## src/rtl/sap_control_sequencer.sv

```systemverilog
// SAP-U control sequencer: one-hot T-state ring plus opcode decode producing
// the one-cycle load/enable lines for the PC, MAR, RAM, IR, A, B, ALU and OUT.
module sap_control_sequencer #(
  parameter int unsigned OP_W     = 4,
  parameter int unsigned T_STATES = 6
) (
  input  logic                clk,
  input  logic                reset,
  input  logic                run,
  input  logic [OP_W-1:0]     opcode,
  output logic                pc_out,
  output logic                pc_inc,
  output logic                pc_load,
  output logic                mar_load,
  output logic                ram_out,
  output logic                ir_load,
  output logic                ir_out,
  output logic                a_load,
  output logic                a_out,
  output logic                b_load,
  output logic                alu_out,
  output logic                sub,
  output logic                out_load,
  output logic                halted,
  output logic [T_STATES-1:0] t_state
);

  localparam logic [3:0] OP_LDA = 4'b0000;
  localparam logic [3:0] OP_ADD = 4'b0001;
  localparam logic [3:0] OP_SUB = 4'b0010;
  localparam logic [3:0] OP_LDI = 4'b0011;
  localparam logic [3:0] OP_JMP = 4'b0110;
  localparam logic [3:0] OP_OUT = 4'b1110;
  localparam logic [3:0] OP_HLT = 4'b1111;

  typedef enum logic {
    MODE_RUN,
    MODE_HALT
  } mode_t;

  mode_t                mode, mode_next;
  logic [T_STATES-1:0]  ring_next;
  logic                 active;
  logic                 t1, t2, t3, t4, t5, t6;
  logic                 is_lda, is_add, is_sub, is_ldi, is_jmp, is_out, is_hlt;
  logic                 is_mem;

  always_ff @(posedge clk or negedge reset) begin
    if (!reset) begin
      t_state <= {{(T_STATES-1){1'b0}}, 1'b1};
      mode    <= MODE_RUN;
    end else begin
      t_state <= ring_next;
      mode    <= mode_next;
    end
  end

  assign halted = (mode == MODE_HALT);
  assign active = run & ~halted;

  assign t1 = t_state[0];
  assign t2 = t_state[1];
  assign t3 = t_state[2];
  assign t4 = t_state[3];
  assign t5 = t_state[4];
  assign t6 = t_state[5];

  assign is_lda = (opcode == OP_LDA);
  assign is_add = (opcode == OP_ADD);
  assign is_sub = (opcode == OP_SUB);
  assign is_ldi = (opcode == OP_LDI);
  assign is_jmp = (opcode == OP_JMP);
  assign is_out = (opcode == OP_OUT);
  assign is_hlt = (opcode == OP_HLT);
  assign is_mem = is_lda | is_add | is_sub;

  // HLT holds the ring at T4 on the edge that sets halted, instead of advancing.
  always_comb begin
    ring_next = t_state;
    mode_next = mode;
    if (active) begin
      if (t4 && is_hlt)
        mode_next = MODE_HALT;
      else
        ring_next = {t_state[T_STATES-2:0], t_state[T_STATES-1]};
    end
  end

  always_comb begin
    pc_out   = 1'b0;
    pc_inc   = 1'b0;
    pc_load  = 1'b0;
    mar_load = 1'b0;
    ram_out  = 1'b0;
    ir_load  = 1'b0;
    ir_out   = 1'b0;
    a_load   = 1'b0;
    a_out    = 1'b0;
    b_load   = 1'b0;
    alu_out  = 1'b0;
    sub      = 1'b0;
    out_load = 1'b0;
    if (active) begin
      pc_out   = t1;
      pc_inc   = t2;
      pc_load  = t4 & is_jmp;
      mar_load = t1 | (t4 & is_mem);
      ram_out  = t3 | (t5 & is_mem);
      ir_load  = t3;
      ir_out   = t4 & (is_mem | is_ldi | is_jmp);
      a_load   = (t4 & is_ldi) | (t5 & is_lda) | (t6 & (is_add | is_sub));
      a_out    = t4 & is_out;
      b_load   = t5 & (is_add | is_sub);
      alu_out  = t6 & (is_add | is_sub);
      sub      = t6 & is_sub;
      out_load = t4 & is_out;
    end
  end

endmodule

```

## config.mk

```make
export PLATFORM = sky130hd
export DESIGN_NAME = sap_control_sequencer
export DESIGN_NICKNAME = d
export VERILOG_FILES = /design/src/rtl/sap_control_sequencer.sv
export SDC_FILE = /design/constraint.sdc
export NUM_CORES = 1
export LEC_CHECK = 0
export CELL_PAD_IN_SITES_DETAIL_PLACEMENT = 0
export CELL_PAD_IN_SITES_GLOBAL_PLACEMENT = 2
export CORE_MARGIN = 4
export CORE_UTILIZATION = 24
export CTS_BUF_LIST = sky130_fd_sc_hd__clkbuf_2 sky130_fd_sc_hd__clkbuf_4 sky130_fd_sc_hd__clkbuf_8
export DETAILED_ROUTE_END_ITERATION = 10
export GPL_ROUTABILITY_DRIVEN = 1
export GPL_TIMING_DRIVEN = 0
export PLACE_DENSITY_LB_ADDON = 0.1
export SYNTH_ARGS = -nofsm -noshare
export SYNTH_HDL_FRONTEND = slang
export SYNTH_SLANG_ARGS = --single-unit
```

## constraint.sdc

```tcl
create_clock -name clk -period 3.37 [get_ports clk]
set_clock_uncertainty 0.1 [all_clocks]
set_input_delay 0.337 -clock clk [delete_from_list [all_inputs] [get_ports clk]]
set_output_delay 0.337 -clock clk [all_outputs]
set_load 0.01 [all_outputs]
```

== Word-level counts from Yosys, hierarchy flattened ==
Cells that the tools add are included.

* Register bits: 7
* Input bits: 7
* Output and inout port bits: 20
* Logic and storage cells: 46

* Eq/ne operators: 6
* Muxes and demuxes: 12
* Bitwise logic cells: 22
* Reduce and logical (&&, ||, !) cells: 4

{| class="wikitable"
|+ Operators with widths
! kind !! count
|-
| $mux 1 || 12
|-
| $and 1x1->1 || 11
|-
| $or 1x1->1 || 9
|-
| $eq 4x2->1 const B || 2
|-
| $eq 4x4->1 const B || 2
|-
| $eq 4x1->1 const B || 1
|-
| $eq 4x3->1 const B || 1
|-
| $logic_not 4->1 || 1
|-
| $reduce_and 2->1 || 2
|-
| $not 1->1 || 2
|-
| $logic_and 1x1->1 || 1
|}

== Depth between registers and ports, before layout ==
Gate-level depths: netlist of the first run.

* Depth after elaboration: 7
* Depth in mapped cells: 5
* Mapped depth without buffers: 3

== Least setup slack after synthesis of the first run ==
No wires, ideal clock.

* Path kind: register -> output
* Start: reg mode, in the netlist halted
* End: out a_load
* Arrival time: 1259 ps
* Required time: 2933 ps
* Setup slack: 1674 ps
* Cell stages (with the launch flop): 5
* Buffers on the path: 1
* Cells stage by stage: dfrtp_1 nand2b_1 buf_6 or3_1 a211oi_2

* Cells in the longest elaborated chain, start to end: 3

{| class="wikitable"
|+ Ends and longest elaborated chain
! element !! line !! RTL
|-
| start: declaration || 41 || <nowiki>mode_t mode, mode_next;</nowiki>
|-
| start signal: assignment || 54 || <nowiki>mode <= mode_next;</nowiki>
|-
| $not 1->1 || 59 || <nowiki>assign active = run & ~halted;</nowiki>
|-
| $and 1x1->1 || 59 ||
|-
| $mux 1 || 103 || <nowiki>if (active) begin</nowiki>
|-
| end: declaration || 18 || <nowiki>output logic a_load,</nowiki>
|}

Every way passes these cells.

== Final worst setup path of the first run ==
* Start: in run
* End: out a_load

* Cells in the longest elaborated chain, start to end: 2

{| class="wikitable"
|+ Ends and longest elaborated chain
! element !! line !! RTL
|-
| start: declaration || 9 || <nowiki>input logic run,</nowiki>
|-
| $and 1x1->1 || 59 ||
|-
| $mux 1 || 103 ||
|}

Every way passes these cells.

==> flow_metrics.tcl, run 1 <==
set metrics [dict create \
    syn2layout_area_growth_pct 60.9 \
    initial_core_util 0.257 \
    clk_pin_slew_ns 0.06 \
    cts_tree "yes" \
    hold_viol 0 \
    drive_gt1_frac 0.222 \
    ioPinCount 27 \
    cts-resized-gates 0 \
    vias_per_cell 4.30 \
    fin_util 0.414 \
    wl_met1_um 665 \
    antenna_cells 0 \
    worstSetupEndpointType "output port" \
    fp-row-count 16 \
    worstPathRequired_ns 2.93 \
    switchingPower_uw 221 \
    root_buffer "clkbuf_4" \
    tightest_slew_ns 0.333 \
    numCtsBuffers 3 \
    grt_pass1_wl_um 2130 \
    critPathArrivalTime_ns 2.11 \
    dieHeight_um 54.3 \
    h-tree-depth 1 \
    swShare 0.353 \
    path_max_fanout 9 \
    synthesis.area_um2 515 \
    crit_chain "clkdlybuf4s50_1 -> nand2b_1 -> buf_6 -> or3_1 -> a211oi_2 -> clkdlybuf4s50_1" \
    wl_met2_um 545 \
    antenna_found_initial 0 \
    cts_hold_buffers 0 \
    fin_nets 89 \
    max_slew_margin 0.777 \
    num_vias 464 \
    seq_area_frac_synth 0.342 \
    setup_viol 0 \
    synthDistinctLibCells 27 \
    cts.sinks 7 \
    grtUsageTotal 0.101 \
    grt_pass1_vias 438 \
    min_period_ns 2.55 \
    vdd_ir_drop_max_mv 0.463 \
    dp_hpwl_um 991 \
    rsz0062_at_grt "false" \
    critical-path-slowest-cell "clkdlybuf4s50_1" \
    power_frac_seq 0.297 \
    fmax_mhz 392 \
    slowest_delay_ns 0.56 \
    synthCells 52 \
    share_comb_of_total_power 0.565 \
    top_layer "met3" \
    grt-ovfl-total 0 \
    drtIter0Drc 3 \
    cpMostUsedCell "clkdlybuf4s50_1" \
    max_cap_viol_count 0 \
    p_per_area_mw_per_mm2 753 \
    firstDrtPassIters 2 \
    insertion_delay_ns 0.26 \
    cts_buffer_depth 2 \
    final.period_utilization 0.757 \
    nFillCells 211 \
    ant_nets 0 \
    drc_errors 0 \
    internal_power_uw 404 \
    crit_type "in2out" \
    finalMaxSlewViolations 0 \
    dieWidth_um 54.3 \
    yosys_warnings 0 \
    min_path_type "in2async" \
    fin_tns_setup_ns 0 \
    gp_congestion 0.657 \
    clockPowerShare 0.138 \
    routed_wirelength_um 1330 \
    start_kind "input port" \
    status "finished, final reports clean" \
    dieArea_mm2 0.00295 \
    grt_max_degree 10 \
    post-cts-setup-buffer-count 0 \
    synth_area_per_cell_um2 9.91 \
    p_leak_uw 0.000329 \
    core_area_mm2 0.00200 \
    syn_nets 59 \
    cp_num_buf_inv 3 \
    wl_per_cell_um 12.3 \
    met3_length_um 118 \
    crit_family "buffers and inverters" \
    port_buffers 25 \
    synth_seq_cells 7 \
]
-- placed cells by master, fill, tap and decap left out, types with 2 or more instances in the layout --
cell / netlist / final
nand2_1: 3 / 3
buf_6: 3 / 3
dfrtp_1: 6 / 6
mux2_4: 4 / 4
clkbuf_4: 0 / 4
a211oi_1: 2 / 2
a21oi_1: 3 / 3
nor2_1: 6 / 6
clkdlybuf4s50_1: 0 / 25
nor2b_1: 2 / 2
and2_1: 5 / 5
-- metal layers --
layer / up-vias / track usage
li1: 238 / -
met1: 208 / 0.133
met2: 18 / 0.143
met3: 0 / 0.0627
met4: 0 / 0.0124
met5: - / 0
-- worst paths after layout --
kind / start / endpoint / slack (ns) / cells after the start
worst max-delay path: run / a_load / 0.82 / 6
min in group clk: halted / halted / 0.41 / 1
worst min register to register: halted / halted / 0.41 / 1
max in group asynchronous: reset / t_state[0] / 2.63 / 1
worst max register to register: halted / t_state[1] / 1.92 / 4
worst min-delay path: reset / t_state[3] / 0.24 / 1
-- power by group through the flow --
stage                     combinational [µW]  sequential, µW  clock (µW)
after global placement                   359             190           0
after global routing                     383             196        94.0
after detailed placement                 358             188           0
after CTS                                359             188        90.4
final                                    353             186        86.1
after floorplan                          176             195           0
-- final cells by class --
class / count / area [µm²] / share of cell area
multi-input cells: 40 / 294 / 0.354
repair buffers: 25 / 250 / 0.302
flip-flops and latches: 7 / 176 / 0.213
plain buffers: 4 / 41.3 / 0.0498
well taps: 27 / 33.8 / 0.0407
clock buffers: 4 / 30.0 / 0.0362
inverters: 1 / 3.75 / 0.00452
-- per-stage QoR --
step	cell area (µm²)	hold slack [ns]	total power [µW]	cells	setup WS (ns)
after floorplan	515	-0.0586	371	52	1.67
after global placement	800	0.398	549	104	0.810
after detailed placement	800	0.400	546	104	0.832
after CTS	830	0.242	637	108	0.809
after global routing	830	0.253	672	108	0.657
final	830	0.242	625	108	0.821
-- Yosys cell counts --
cell type	instances	area share
nand2_1	3	0.022
or3_1	1	0.012
o22a_1	1	0.017
nor2_1	6	0.044
nor3_1	1	0.0097
buf_4	1	0.015
dfrtp_1	6	0.29
a31o_2	1	0.017
o21ai_0	1	0.0097
mux2i_1	1	0.019
buf_6	3	0.066
mux2_4	4	0.12
xnor2_1	1	0.017
nand3_1	1	0.0097
and2b_2	1	0.017
a211oi_1	2	0.029
nand2b_1	1	0.012
a21oi_4	1	0.032
and4_4	1	0.022
and2_1	5	0.061
a211oi_2	1	0.024
inv_1	1	0.0073
o211ai_1	1	0.015
dfstp_2	1	0.051
nor2b_1	2	0.024
nor4_1	1	0.012
a21oi_1	3	0.029
-- cells by family (layout without fill, tap and decap cells) --
logic type,count (synthesis),in the layout,share of synthesized area
AOI/OAI and AO/OA,11,11,0.172
xor gates and xnor gates,1,1,0.0170
buffers and inverters,5,34,0.0874
DFF,7,7,0.342
muxes,5,5,0.136
and+or+nand+nor,23,23,0.245
-- flip-flops by register name (all words and copies together), names as in the netlist --
register  flops
t_state       6
halted        1
(Power assumes the default switching activity.)
==> inputs of run 2 (changes only) <==
--- a/config.mk
+++ b/config.mk
@@ -8,7 +8,7 @@
 export CELL_PAD_IN_SITES_DETAIL_PLACEMENT = 0
 export CELL_PAD_IN_SITES_GLOBAL_PLACEMENT = 2
 export CORE_MARGIN = 4
-export CORE_UTILIZATION = 24
+export CORE_UTILIZATION = 22
 export CTS_BUF_LIST = sky130_fd_sc_hd__clkbuf_2 sky130_fd_sc_hd__clkbuf_4 sky130_fd_sc_hd__clkbuf_8
 export DETAILED_ROUTE_END_ITERATION = 10
 export GPL_ROUTABILITY_DRIVEN = 1
==> constraint.sdc (replaced) <==
create_clock -name clk -period 2.45 [get_ports clk]
set_clock_uncertainty 0.1 [all_clocks]
set_input_delay 0.245 -clock clk [delete_from_list [all_inputs] [get_ports clk]]
set_output_delay 0.245 -clock clk [all_outputs]
set_load 0.01 [all_outputs]
==> run 2 against run 1 <==
Wire length increased by 2.6%; hold slack got worse by 0.099 ns; sequential power is 40% higher; final cell count rose by 0.93%; sequential share of layout area down 0.096 points; critical path type is now reg2out; highest routed layer is now met4.
==> flow_metrics.tcl, run 2 (synthesis results as in run 1) <==
set metrics [dict create \
    antenna_found_initial 0 \
    dieWidth_um 56.4 \
    finalMaxSlewViolations 0 \
    numCtsBuffers 3 \
    totalPowerFinal_uw 865 \
    dieHeight_um 56.4 \
    switchingPower_uw 308 \
    largest-register "t_state" \
    num_vias 469 \
    critPathArrivalTime_ns 2.02 \
    ioPinCount 27 \
    tightest_slew_ns 0.318 \
    fin_nets 89 \
    grt_max_degree 10 \
    drc_errors 0 \
    path_max_fanout 9 \
    swShare 0.356 \
    min_period_ns 2.37 \
    max_slew_margin 0.787 \
    p_per_area_mw_per_mm2 1040 \
    layout_common_cells "clkdlybuf4s50_1 (25), nor2_1 (6), dfrtp_1 (6)" \
    cts_tree "yes" \
    grtUsageTotal 0.0955 \
    slowest_delay_ns 0.56 \
    gp_congestion 0.664 \
    start_kind "flip-flop" \
    dpl_cell_area_um2 801 \
    clockPowerShare 0.137 \
    critical-path-slowest-cell "clkdlybuf4s50_1" \
    grt-ovfl-total 0 \
    vias_per_cell 4.30 \
    cts.sinks 7 \
    rsz0062_at_grt "false" \
    fp-row-count 17 \
    final.period_utilization 0.967 \
    cts_buffer_depth 2 \
    final_common_cell "clkdlybuf4s50_1" \
    largest_register_ffs 6 \
    post-cts-setup-buffer-count 0 \
    root_buffer "clkbuf_4" \
    syn2layout_area_growth_pct 61.7 \
    fin_util 0.377 \
    setup_viol 0 \
    internal_power_uw 557 \
    fin_area_um2 833 \
    wl_per_cell_um 12.5 \
    setup_slack_ns 0.0818 \
    worstPathRequired_ns 2.11 \
    grt_pass1_wl_um 2350 \
    drtIter0Drc 4 \
    fin_tns_setup_ns 0 \
    initial_core_util 0.233 \
    ant_nets 0 \
    dp_hpwl_um 1040 \
    hold_viol 0 \
    h-tree-depth 1 \
    fmax_mhz 422 \
    antenna_cells 0 \
    share_comb_of_total_power 0.563 \
    drive_gt1_frac 0.235 \
    clk_pin_slew_ns 0.06 \
    core_area_mm2 0.00221 \
    min_path_type "in2async" \
    p_leak_uw 0.000330 \
    routed_wirelength_um 1360 \
    crit_type "reg2out" \
    max_cap_viol_count 0 \
    grt_pass1_vias 487 \
    vdd_ir_drop_max_mv 0.611 \
    status "finished, final reports clean" \
    crit_chain "nand2b_1 -> buf_6 -> or3_1 -> a211oi_2 -> clkdlybuf4s50_1" \
    power_frac_seq 0.300 \
    insertion_delay_ns 0.26 \
    pre_cts_ws_ns 0.0835 \
    dieArea_mm2 0.00318 \
    port_buffers 25 \
    worstSetupEndpointType "output port" \
    firstDrtPassIters 4 \
]
-- run 2: cell types whose count changed in the layout (fill, tap and decap cells not counted) --
cell | previous run | this run
nor2b_1 | 2 | 1
nor2b_2 | 0 | 1
-- run 2: power groups by stage --
stage	logic (µW)	registers (µW)	clock network (µW)
3_5_place_dp	491	265	0
3_3_place_gp	492	266	0
2_1_floorplan	242	268	0
6_report	487	260	119
4_1_cts	494	266	125
5_1_grt	524	280	131
-- run 2: area by class of cell --
class                      count  area, µm²
sequential                     7        176
clock buffer                   4       30.0
multi-input combinational     40        297
timing repair buffer          25        250
tap                           28       35.0
inverter                       1       3.75
buffer                         4       41.3
fill                         234       1380
-- run 2: final timing paths --
kind | from | endpoint | slack, ns | cells past startpoint
worst max-delay path | halted | a_load | 0.08 | 5
worst min-delay path | reset | t_state[4] | 0.14 | 1
worst max register to register | halted | t_state[5] | 0.99 | 4
worst min register to register | halted | halted | 0.43 | 1
max in group asynchronous | reset | t_state[0] | 1.81 | 1
min in group clk | halted | halted | 0.43 | 1
-- run 2: through the flow --
step           cells  hold slack [ns]
6_report         109            0.143
5_1_grt          109            0.170
4_1_cts          109            0.149
3_5_place_dp     105            0.400
3_3_place_gp     105            0.399
2_1_floorplan     52           -0.151
-- run 2: metal layers --
layer,GRT usage,vias to the layer above,wire length [µm]
met5,0,-,0
li1,-,240,-
met2,0.139,23,575
met1,0.126,204,688
met4,0.0407,0,12
met3,0.0345,2,86
-- run 2: timing repair --
| action | 4_1_cts | 5_1_grt |
|---|---|---|
| hold buffers | 0 | 0 |
| gates resized for setup | 0 | 1 |
| setup endpoints to repair | 0 | 1 |
-- run 2: critical path, delay by kind of cell, from the launching register on --
family / cells / cell delay, ns
AO/OA/AOI/OAI: 1 / 0.15
buffers and inverters: 2 / 0.70
flip-flops: 1 / 0.40
AND/OR/NAND/NOR: 2 / 0.50
==> inputs of run 3 (changes only) <==
--- a/config.mk
+++ b/config.mk
@@ -14,6 +14,7 @@
 export GPL_ROUTABILITY_DRIVEN = 1
 export GPL_TIMING_DRIVEN = 0
 export PLACE_DENSITY_LB_ADDON = 0.1
+export SLEW_MARGIN = 20
 export SYNTH_ARGS = -nofsm -noshare
 export SYNTH_HDL_FRONTEND = slang
 export SYNTH_SLANG_ARGS = --single-unit
==> results of run 3 <==
The final DEF is identical to that of run 2; final timing and power are the same.
